`src/rtl/id_ex_stage.sv`:
```
// ID/EX pipeline register with load-use hazard detection, flush and bubble insertion.
// Optional HAZARD_CNT_EN adds a saturating count of stall-induced bubbles.
module id_ex_stage #(
  parameter int unsigned WIDTH = 32
) (
  input  logic             clk,
  input  logic             rst,
  input  logic [10:0]      id_ctrl,
  input  logic             id_valid,
  input  logic [4:0]       id_rs,
  input  logic [4:0]       id_rt,
  input  logic [4:0]       id_rd,
  input  logic [WIDTH-1:0] id_rd1,
  input  logic [WIDTH-1:0] id_rd2,
  input  logic [WIDTH-1:0] id_imm,
  input  logic [WIDTH-1:0] id_pc4,
  input  logic             flush,
  output logic [10:0]      ex_ctrl,
  output logic [4:0]       ex_rs,
  output logic [4:0]       ex_rt,
  output logic [4:0]       ex_rd,
  output logic [WIDTH-1:0] ex_rd1,
  output logic [WIDTH-1:0] ex_rd2,
  output logic [WIDTH-1:0] ex_imm,
  output logic [WIDTH-1:0] ex_pc4,
  output logic             ex_valid,
`ifdef HAZARD_CNT_EN
  output logic [15:0]      bubble_count,
`endif
  output logic             stall
);

  localparam int unsigned ALU_SRC_BIT   = 7;
  localparam int unsigned MEM_READ_BIT  = 4;
  localparam int unsigned MEM_WRITE_BIT = 3;

  logic [10:0]      ctrl_q, ctrl_d;
  logic [4:0]       rs_q, rs_d, rt_q, rt_d, rd_q, rd_d;
  logic [WIDTH-1:0] rd1_q, rd1_d, rd2_q, rd2_d, imm_q, imm_d, pc4_q, pc4_d;
  logic             valid_q, valid_d;
  logic             rt_use, hazard, capture;

  always_comb begin
    rt_use  = ~id_ctrl[ALU_SRC_BIT] | id_ctrl[MEM_WRITE_BIT];
    hazard  = id_valid & valid_q & ctrl_q[MEM_READ_BIT] & (rt_q != 5'd0) &
              ((rt_q == id_rs) | ((rt_q == id_rt) & rt_use));
    stall   = hazard & ~flush;
    capture = id_valid & ~flush & ~stall;

    ctrl_d  = '0;
    rs_d    = '0;
    rt_d    = '0;
    rd_d    = '0;
    rd1_d   = '0;
    rd2_d   = '0;
    imm_d   = '0;
    pc4_d   = '0;
    valid_d = 1'b0;
    if (capture) begin
      ctrl_d  = id_ctrl;
      rs_d    = id_rs;
      rt_d    = id_rt;
      rd_d    = id_rd;
      rd1_d   = id_rd1;
      rd2_d   = id_rd2;
      imm_d   = id_imm;
      pc4_d   = id_pc4;
      valid_d = 1'b1;
    end
  end

  always_ff @(posedge clk) begin
    if (rst) begin
      ctrl_q  <= '0;
      rs_q    <= '0;
      rt_q    <= '0;
      rd_q    <= '0;
      rd1_q   <= '0;
      rd2_q   <= '0;
      imm_q   <= '0;
      pc4_q   <= '0;
      valid_q <= 1'b0;
    end else begin
      ctrl_q  <= ctrl_d;
      rs_q    <= rs_d;
      rt_q    <= rt_d;
      rd_q    <= rd_d;
      rd1_q   <= rd1_d;
      rd2_q   <= rd2_d;
      imm_q   <= imm_d;
      pc4_q   <= pc4_d;
      valid_q <= valid_d;
    end
  end

`ifdef HAZARD_CNT_EN
  logic [15:0] bubble_count_q, bubble_count_d;

  always_comb begin
    bubble_count_d = bubble_count_q;
    if (stall && bubble_count_q != '1) begin
      bubble_count_d = bubble_count_q + 16'd1;
    end
  end

  always_ff @(posedge clk) begin
    if (rst) begin
      bubble_count_q <= '0;
    end else begin
      bubble_count_q <= bubble_count_d;
    end
  end

  assign bubble_count = bubble_count_q;
`endif

  assign ex_ctrl  = ctrl_q;
  assign ex_rs    = rs_q;
  assign ex_rt    = rt_q;
  assign ex_rd    = rd_q;
  assign ex_rd1   = rd1_q;
  assign ex_rd2   = rd2_q;
  assign ex_imm   = imm_q;
  assign ex_pc4   = pc4_q;
  assign ex_valid = valid_q;

endmodule
```
`config.mk`:
```
export PLATFORM = sky130hd
export DESIGN_NAME = id_ex_stage
export DESIGN_NICKNAME = d
export VERILOG_FILES = /design/src/rtl/id_ex_stage.sv
export SDC_FILE = /design/constraint.sdc
export NUM_CORES = 1
export LEC_CHECK = 0
export ABC_CLOCK_PERIOD_IN_PS = 1600
export CAP_MARGIN = 10
export CORE_MARGIN = 3
export CORE_UTILIZATION = 36
export CTS_BUF_LIST = sky130_fd_sc_hd__clkbuf_8
export DETAILED_ROUTE_END_ITERATION = 6
export PLACE_DENSITY = 0.82
export SLEW_MARGIN = 20
export SYNTH_ARGS = -nofsm -noshare
export SYNTH_HDL_FRONTEND = slang
export SYNTH_SLANG_ARGS = --single-unit
```
`constraint.sdc`:
```
create_clock -name clk -period 1.6 [get_ports clk]
set_clock_uncertainty 0.15 [all_clocks]
set_input_delay 0.16 -clock clk [delete_from_list [all_inputs] [get_ports clk]]
set_output_delay 0.16 -clock clk [all_outputs]
set_load 0.02 [all_outputs]
```
==> metrics.md, run 1 <==
| Metric | Value |
|---|---|
| Peak supply drop | `0.0005603 V` |
| Post-cts hold buffer count | `0` |
| Max Clock Freq | `0.5211 GHz` |
| FILL cells | `around 1,200` |
| Ys async rst share | `0` |
| Die W | `130.9 um` |
| FP Rows | `45` |
| Sequential share of power | `0.474` |
| Core area | `15,260 um^2` |
| CTS root buf | `clkbuf_8` |
| ANT cells | `0` |
| Grt ovf | `0` |
| Synth warn | `0` |
| Initial DRC count | `between 200 and 300` |
| DRC viols | `0` |
| Fin. max-slew vios | `0` |
| TritonCTS clock tree | `built` |
| Period Utilization, post-route | `1.199` |
| Crit end category | `primary output` |
| WL per Instance | `around 17 um` |
| I/O Buffers | `313` |
| Synth Cell Area | `about 5600 um^2` |
| Final worst setup slack | `-0.3191 ns` |
| Initial core utilization | `0.3679` |
| Clk_lat worst skew | `0.44 ns` |
| Final Util | `0.6716` |
| Crit path DAT | `roughly 1.6 ns` |
| I/O Pins | `314` |
| Total die area | `roughly 17,000 um^2` |
| Clock Sinks | `155` |
| Comb pwr share | `0.149` |
| Vias in the first global route | `5,212` |
| First-pass GRT wire length | `28,170 um` |
| Reg2Reg Depth | `9` |
| Net switching power | `1.999 mW` |
| Commonest non-fill, non-tap cell in the layout | `clkdlybuf4s50_1` |
| Final hold vios | `0` |
| Internal cell power | `6.406 mW` |
| Clock group share of total power | `0.377` |
| Post-synthesis cell type count | `22` |
| Max_slew headroom | `0.6251` |
| Leak pwr | `roughly 4.6 nW` |
| Critical Path RT | `1.29 ns` |
| Clock-pin slew on the worst setup and hold paths | `0.09 ns` |
| CTS Buf Count | `17` |
| Clock tree buffer depth | `2` |
| Nets | `1,062` |
| Number of synthesized register bits | `155` |
| Post-Synthesis Cells | `554` |
| TNS Setup | `-33.09 ns` |
| H-tree depth | `4` |
| Pwr/cell area | `820.3 nW/um^2` |
| Commonest cells after routing, fill and taps aside | `156 x clkdlybuf4s50_1, 153 x nand3b_1, 151 x dlygate4sd2_1` |
| Routed wire length | `19,680 um` |
| Number of synthesized flops with an enable pin | `0` |
| ANT nets after route | `0` |
| Routed via count | `5,434` |
| Hold crit path type | `input port to flip-flop` |
| Initial antenna violation count | `0` |
| Post-Layout Cell Count | `roughly 1,100` |
| Hold slack | `0.1141 ns` |
| Hold Crit Depth | `3` |
| Worst Max-Slew Pin Slew | `~0.56 ns` |
| Worst setup SP type | `flip-flop` |
| GRT Util Overall | `0.2149` |
| Unrepaired setup endpoints after global routing | `true` |
| Placement Setup Slack | `-0.4574 ns` |
| R2r setup slk | `-0.30 ns` |
| Outcome | `complete, but fails checks` |
| Dpl cells | `1,070` |
| Number of max-cap violations | `0` |
| Final setup viols | `153` |
| Critical path peak fanout | `4` |
| Die height | `between 100 and 150 um` |
| Syn nets | `712` |
| Vias per inst | `between 4 and 5` |
| Router iterations before antenna repair | `4` |
| Sw frac | `0.2379` |
| RePlAce Congestion | `0.7836` |
| Crit Path Class | `flip-flop to primary output` |
| Dpl hpwl | `13,230 um` |
| Register area share after synthesis | `0.5527` |
| Layout area overhead | `82.53%` |
| Fin crit period | `1.919 ns` |
| Failing checks | `negative setup slack` |
| Layout cells sized above 1 | `0.1661` |
| Largest net degree at the start of global routing | `77` |
| Syn Area/Cell | `10.13 um^2` |
| Top FF cell, synth | `dfxtp_1` |
[metrics by stage]
step	power, mW	area [um^2]
6_report	8.405	10250
5_1_grt	8.729	10250
4_1_cts	8.425	10040
3_5_place_dp	5.285	9345
3_3_place_gp	5.271	9345
2_1_floorplan	4.544	5620
[power by group through the flow]
| stage | combinational, mW | sequential [mW] | clock, mW |
|---|---|---|---|
| 3_5_place_dp | 1.20 | 4.08 | 0 |
| 5_1_grt | 1.33 | 3.99 | 3.41 |
| 6_report | 1.25 | 3.98 | 3.17 |
| 2_1_floorplan | 0.330 | 4.21 | 0 |
| 3_3_place_gp | 1.19 | 4.08 | 0 |
| 4_1_cts | 1.21 | 3.98 | 3.23 |
[critical path: stages (launching register included)]
cell and delay [ns]:
dfxtp_4 0.37, xnor2_2 0.12, nand4_1 0.18, o22ai_4 0.20
and2_4 0.17, buf_6 0.12
[cells by family after synthesis]
logic type	share of synthesized area
flops	0.5527
xor+xnor	0.01560
simple gates	0.2131
compound gates	0.1440
buf+inv	0.07466
[layer usage]
metal | vias up | routed length (um) | GRT usage
li1 | 2638 | - | -
met1 | 2527 | 7679 | 0.2470
met2 | 245 | 9744 | 0.3633
met3 | 24 | 1914 | 0.08902
met4 | 0 | 342 | 0.07018
met5 | - | 0 | 0
[synth_stat cells (2+ instances only)]
library cell | instances | area share
a21oi_1 | 153 | 0.14
buf_2 | 23 | 0.021
buf_4 | 5 | 0.0067
buf_6 | 15 | 0.030
clkbuf_1 | 25 | 0.017
dfxtp_1 | 155 | 0.55
nand3_1 | 2 | 0.0018
nand3b_1 | 153 | 0.20
xnor2_1 | 10 | 0.016
[registers in the layout, summed over array words and instances (netlist names)]
name and count:
ex_rd 5, ex_rd2 32, ex_imm 32, ex_ctrl 11
ex_valid 1, ex_rs 5, ex_pc4 32, ex_rt 5
ex_rd1 32
[final timing paths]
kind               from          to
min reg2reg    ex_valid  ex_rd1[26]
max reg2reg    ex_rt[4]   ex_pc4[0]
max            ex_rt[4]       stall
min          id_rd1[22]  ex_rd1[22]
[final cells by class]
class	count	area, um^2	share of cell area
tap	211	264.0	0.02576
clock buffer	18	247.7	0.02418
sequential	155	3119	0.3044
timing repair buffer	399	4188	0.4087
multi-input combinational	330	2252	0.2198
inverter	1	3.754	0.0003663
clock inverter	12	172.7	0.01685
[what timing repair did]
item / 4_1_cts / 5_1_grt
gates resized for setup: 200 / 15
pin swaps: 8 / 2
endpoints found under the setup margin: 292 / 157
setup buffers: 11 / 4
gates cloned: 7 / 6
Note: power is estimated with default switching activity, not from simulation.
==> inputs of run 2 (changes only) <==
--- a/config.mk
+++ b/config.mk
@@ -11,6 +11,7 @@
 export CORE_UTILIZATION = 36
 export CTS_BUF_LIST = sky130_fd_sc_hd__clkbuf_8
 export DETAILED_ROUTE_END_ITERATION = 6
+export MAX_ROUTING_LAYER = met4
 export PLACE_DENSITY = 0.82
 export SLEW_MARGIN = 20
 export SYNTH_ARGS = -nofsm -noshare
==> run 2 against run 1 <==
The run still ends with negative setup slack left. Setup slack improved by 0.0025 ns. Maximum frequency rose by 0.13%. Final cell count stayed put. Die area is the same. Clock power is essentially flat. Critical endpoint unchanged. Largest power group unchanged. Highest routed layer unchanged.
==> metrics.md, run 2 (synthesis results as in run 1) <==
| Metric | Value |
|---|---|
| Vias in the first global route | `5,241 (+0.56%)` |
| CTS root buf | `clkbuf_8` |
| First-pass GRT wire length | `28,060 um (-0.39%)` |
| Max Clock Freq | `0.5218 GHz (+0.13%)` |
| Initial antenna violation count | `0 (unchanged)` |
| Crit Path Class | `flip-flop to primary output` |
| Register area | `3119 um^2 (unchanged)` |
| Worst Max-Slew Pin Slew | `0.5576 ns (-0.004821 ns)` |
| Max_slew headroom | `0.6283 (+0.003214)` |
| Grt ovf | `0 (unchanged)` |
| FILL cells | `1,168 (-0.086%)` |
| Post-cts hold buffer count | `0 (unchanged)` |
| Die W | `130.9 um (unchanged)` |
| Unrepaired setup endpoints after global routing | `true` |
| I/O Buffers | `313 (unchanged)` |
| Final worst setup slack | `-0.3165 ns (+0.002550 ns)` |
| FP Rows | `45 (unchanged)` |
| Met3 Use GR | `0.08008 (-0.008943)` |
| CP top delay family | `flip-flops` |
| Peak supply drop | `0.0005633 V (+0.55%)` |
| Sw frac | `0.2382 (+0.0003749)` |
| Critical Path RT | `1.29 ns (about the same)` |
| Clock Sinks | `155 (unchanged)` |
| Commonest non-fill, non-tap cell in the layout | `clkdlybuf4s50_1` |
| Worst setup SP type | `flip-flop` |
| Sequence of cells on the critical path | `xnor2_2 > nand4_1 > o22ai_4 > and2_4 > buf_6` |
| Final hold vios | `0 (unchanged)` |
| CTS Buf Count | `17 (unchanged)` |
| DRC viols | `0 (unchanged)` |
| Placement Setup Slack | `-0.4574 ns (unchanged)` |
| Period Utilization, post-route | `1.198 (-0.001594)` |
| Layout cells sized above 1 | `0.1661 (unchanged)` |
| Grt met1 use | `0.2533 (+0.006300)` |
| Net switching power | `2.004 mW (+0.21%)` |
| Number of max-cap violations | `0 (unchanged)` |
| Crit end category | `primary output` |
| Initial core utilization | `0.3679 (unchanged)` |
| Crit path DAT | `1.61 ns (about the same)` |
| Critical path peak fanout | `4 (unchanged)` |
| Commonest cells after routing, fill and taps aside | `156 x clkdlybuf4s50_1, 153 x nand3b_1, 151 x dlygate4sd2_1` |
| Fin. max-slew vios | `0 (unchanged)` |
| Clk_lat worst skew | `0.44 ns (about the same)` |
| Fin crit period | `1.917 ns (-0.002550 ns)` |
| Hold crit path type | `input port to flip-flop` |
| Clock group share of total power | `0.377 (about the same)` |
| ANT nets after route | `0 (unchanged)` |
| Layout area overhead | `82.53% (unchanged)` |
| Max incr delay on CP | `0.37 ns (about the same)` |
| Dpl hpwl | `13,230 um (unchanged)` |
| TNS Setup | `-33.09 ns (+0.0009000 ns)` |
| Leak pwr | `4.591 nW (unchanged)` |
| Clock-pin slew on the worst setup and hold paths | `0.09 ns (about the same)` |
| Sequential share of power | `0.474 (about the same)` |
| Crit path buf inv count | `1 (unchanged)` |
| Vias per inst | `4.832 (+0.13%)` |
| Router iterations before antenna repair | `4 (unchanged)` |
| ANT cells | `0 (unchanged)` |
| Clock tree buffer depth | `2 (unchanged)` |
| Final Util | `0.6716 (unchanged)` |
| TritonCTS clock tree | `built` |
| GRT Util Overall | `0.2207 (+0.005876)` |
| Hold slack | `0.1141 ns (+0.00007000 ns)` |
| RePlAce Congestion | `0.7945 (+1.4%)` |
| Largest net degree at the start of global routing | `77 (unchanged)` |
| Initial DRC count | `313 (+20%)` |
| Routed via count | `5,441 (+0.13%)` |
| Outcome | `complete, but fails checks` |
| Final setup viols | `153 (unchanged)` |
| Failing checks | `negative setup slack` |
| WL per Instance | `17.55 um (+0.41%)` |
| Total die area | `17,130 um^2 (unchanged)` |
| Internal cell power | `6.406 mW (about the same)` |
| Core area | `15,260 um^2 (unchanged)` |
| CP max stage cell | `dfxtp_4` |
| I/O Pins | `314 (unchanged)` |
| Pwr/cell area | `820.7 nW/um^2 (about the same)` |
| Nets | `1,062 (unchanged)` |
| Multi-input logic area | `2252 um^2 (unchanged)` |
| Comb pwr share | `0.149 (about the same)` |
| H-tree depth | `4 (unchanged)` |
| Routed wire length | `19,760 um (+0.41%)` |
| Met2 Use GR | `0.3624 (-0.0009006)` |
| Die height | `130.9 um (unchanged)` |
| Most used routing layer | `met2` |
[run 2: routing by layer]
metal,vias to the layer above,share of wire
li1,2641,-
met1,2536,0.41
met2,242,0.49
met3,22,0.084
met4,0,0.015
met5,-,0
[run 2: per-stage QoR]
stage	cell area, um^2	instances	power [mW]
after floorplan	5620	554	4.544
after global placement	9345	1070	5.271
after detailed placement	9345	1070	5.285
after CTS	10040	1118	8.425
after global routing	10250	1126	8.726
final	10250	1126	8.410
[run 2: final timing paths]
check,slack (ns),depth (start not counted),end,start
setup reg to reg,-0.31,9,ex_pc4[0],ex_rt[4]
hold reg to reg,0.93,5,ex_ctrl[7],ex_rt[4]
hold / removal,0.11,3,ex_rd1[24],id_rd1[24]
setup / recovery,-0.32,5,stall,ex_rt[4]
[run 2: worst min-delay path: stages]
cell and delay [ns]:
clkdlybuf4s50_1 0.40, nand3b_1 0.07, a21oi_1 0.04
[run 2: cell type report]
class | count | area share
inverter | 1 | 0.0003663
clock inverter | 12 | 0.01685
multi-input combinational | 330 | 0.2198
tap | 211 | 0.02576
clock buffer | 18 | 0.02418
timing repair buffer | 399 | 0.4087
sequential | 155 | 0.3044
[run 2: repair_timing]
action | CTS | global route
pin swaps | 8 | 2
gates cloned | 7 | 6
setup endpoints to repair | 292 | 157
resized for setup | 200 | 15
setup buffers | 11 | 4
[run 2: power by group through the flow]
stage | Sequential [mW] | Combinational [mW] | Clock [mW]
final | 3.98 | 1.26 | 3.17
after global routing | 3.99 | 1.33 | 3.40
after CTS | 3.98 | 1.21 | 3.23
after detailed placement | 4.08 | 1.20 | 0
after global placement | 4.08 | 1.19 | 0
after floorplan | 4.21 | 0.330 | 0
==> variant, RTL diff (config.mk and constraints of run 1) <==
Add a define of `HAZARD_CNT_EN`.
--- a/src/rtl/id_ex_stage.sv
+++ b/src/rtl/id_ex_stage.sv
@@ -1,5 +1,7 @@
 // ID/EX pipeline register with load-use hazard detection, flush and bubble insertion.
 // Optional HAZARD_CNT_EN adds a saturating count of stall-induced bubbles.
+`define HAZARD_CNT_EN
+
 module id_ex_stage #(
   parameter int unsigned WIDTH = 32
 ) (
Check against the original RTL (old outputs only; new: bubble_count): equivalent (Yosys induction, for registers that start in step).
==> variant against run 1 <==
  * The flow still finishes with violations (negative setup slack)
  * Routed wire length is 4.4% higher
  * Sequential cell count rose by 16
  * Synthesized area decreased by 7.3%
  * Global-route usage rose by 1.5 points
  * Design area grew 5.1%
  * Clock power grew 3%
  * Power up 3.6%
  * Setup slack got worse by 0.32 ns
  * Critical path type is now reg -> reg
  * Critical endpoint is now ex_ctrl[6]
==> variant: results (changes against run 1) <==
* Status: complete, but fails checks
* Placed Instance Area at 9170 sq um (-1.8%)
* First-pass GRT wire length at 28600 microns (+1.4%)
* Total GRT Usage at 23.0% (+1.5 points)
* DP Wirelength at 13200 microns (-0.59%)
* Met1 Track Usage GR at 22.2% (-2.5 points)
* Area contributors post-synth: dfxtp_1, and2_1, or4_1, xor2_1, o31ai_1
* Global placer's final weighted congestion at 0.824 (+5.2%)
* Port Buf Inserts at 329 (+5.1%)
* # fillers at 829 (-29%)
* Failing checks: negative setup slack
* TNS Setup at -94.92 ns (-61.83 ns)
* Fin worst setup slack at -0.641 ns (-0.322 ns)
* P_leak at 7.04 nW (+53%)
* Nets at 1019 (-4.0%)
* Worst Setup EP: ex_ctrl[6]
* Layout Cells excl Fill at 1053 (-6.5%)
* Met2 GRT Util at 43.6% (+7.2 points)
* Crit Reg-Reg Endpoint: ex_ctrl[6]
* Syn nets at 610 (-14%)
* Endpoints failing setup at 172 (+12%)
* DP Worst Slack at -0.756 ns (-0.299 ns)
* Met3 usage at 9.03% (+0.13 points)
* Routed Wire Length at 20500 microns (+4.4%)
* Synth Area per Inst at 11.5 sq um (+14%)
* Unique masters post-synth at 40 (+82%)
* Worst vdd ir at 0.000624 V (+11%)
* Vias/cell at 4.61 (-4.5%)
* Reg-to-reg slack, setup at -0.64 ns (-0.34 ns)
* Placed insts at 991 (-7.4%)
* Path depth of the worst reg2reg path at 7 (-2)
-- variant: cell type report --
type                            count  share of cell area, %
Clock inverter                     13                   1.53
Tap cell                          180                   2.09
Clock buffer                       19                   2.43
Multi-Input combinational cell    250                   18.3
Sequential cell                   171                   32.3
Timing Repair Buffer              415                   43.1
Inverter                            5                  0.174
-- variant: worst min path at each step --
stage	from	to	slack, ns	cells after the start
CTS	id_pc4[23]	ex_pc4[23]	0.09	2
global placement	bubble_count[12]	bubble_count[12]	0.33	2
finish	id_pc4[22]	ex_pc4[22]	0.14	2
detailed placement	bubble_count[12]	bubble_count[12]	0.36	2
floorplan	rst	bubble_count[15]	0.08	1
global route	id_pc4[22]	ex_pc4[22]	0.10	2
-- variant: cells by family (layout without fill, tap and decap cells) --
family          Yosys count  after routing  share of synthesized area, %
simple gates            202            202                          24.5
xor+xnor                 10             10                          1.68
buf+inv                  30            452                          2.72
mux                       2              2                         0.409
flops                   171            171                          65.8
compound gates           35             35                          4.73
fa+ha+maj                 1              1                         0.240
-- variant: critical path: stages, from the launching register on --
cell and delay [ns]:
dfxtp_4 0.35, or4_4 0.55, o2111ai_4 0.24, buf_6 0.14
o211a_4 0.21, buf_6 0.14, buf_12 0.20, and2_1 0.19
-- variant: power by group --
part	total (mW)	switching, mW	internal [mW]
logic	1.07	0.400	0.674
registers	4.36	0.0299	4.33
clock network	3.27	1.62	1.65
-- variant: metal layers --
layer,up-vias,part of all wire (%)
li1,2286,-
met1,2306,33
met2,232,57
met3,29,8.4
met4,0,1.8
met5,-,0
-- variant: repair_timing --
action,4_1_cts,5_1_grt
buffers inserted,20,3
setup endpoints to repair,343,340
gates cloned,8,1
pin swaps,14,5
resized for setup,70,233
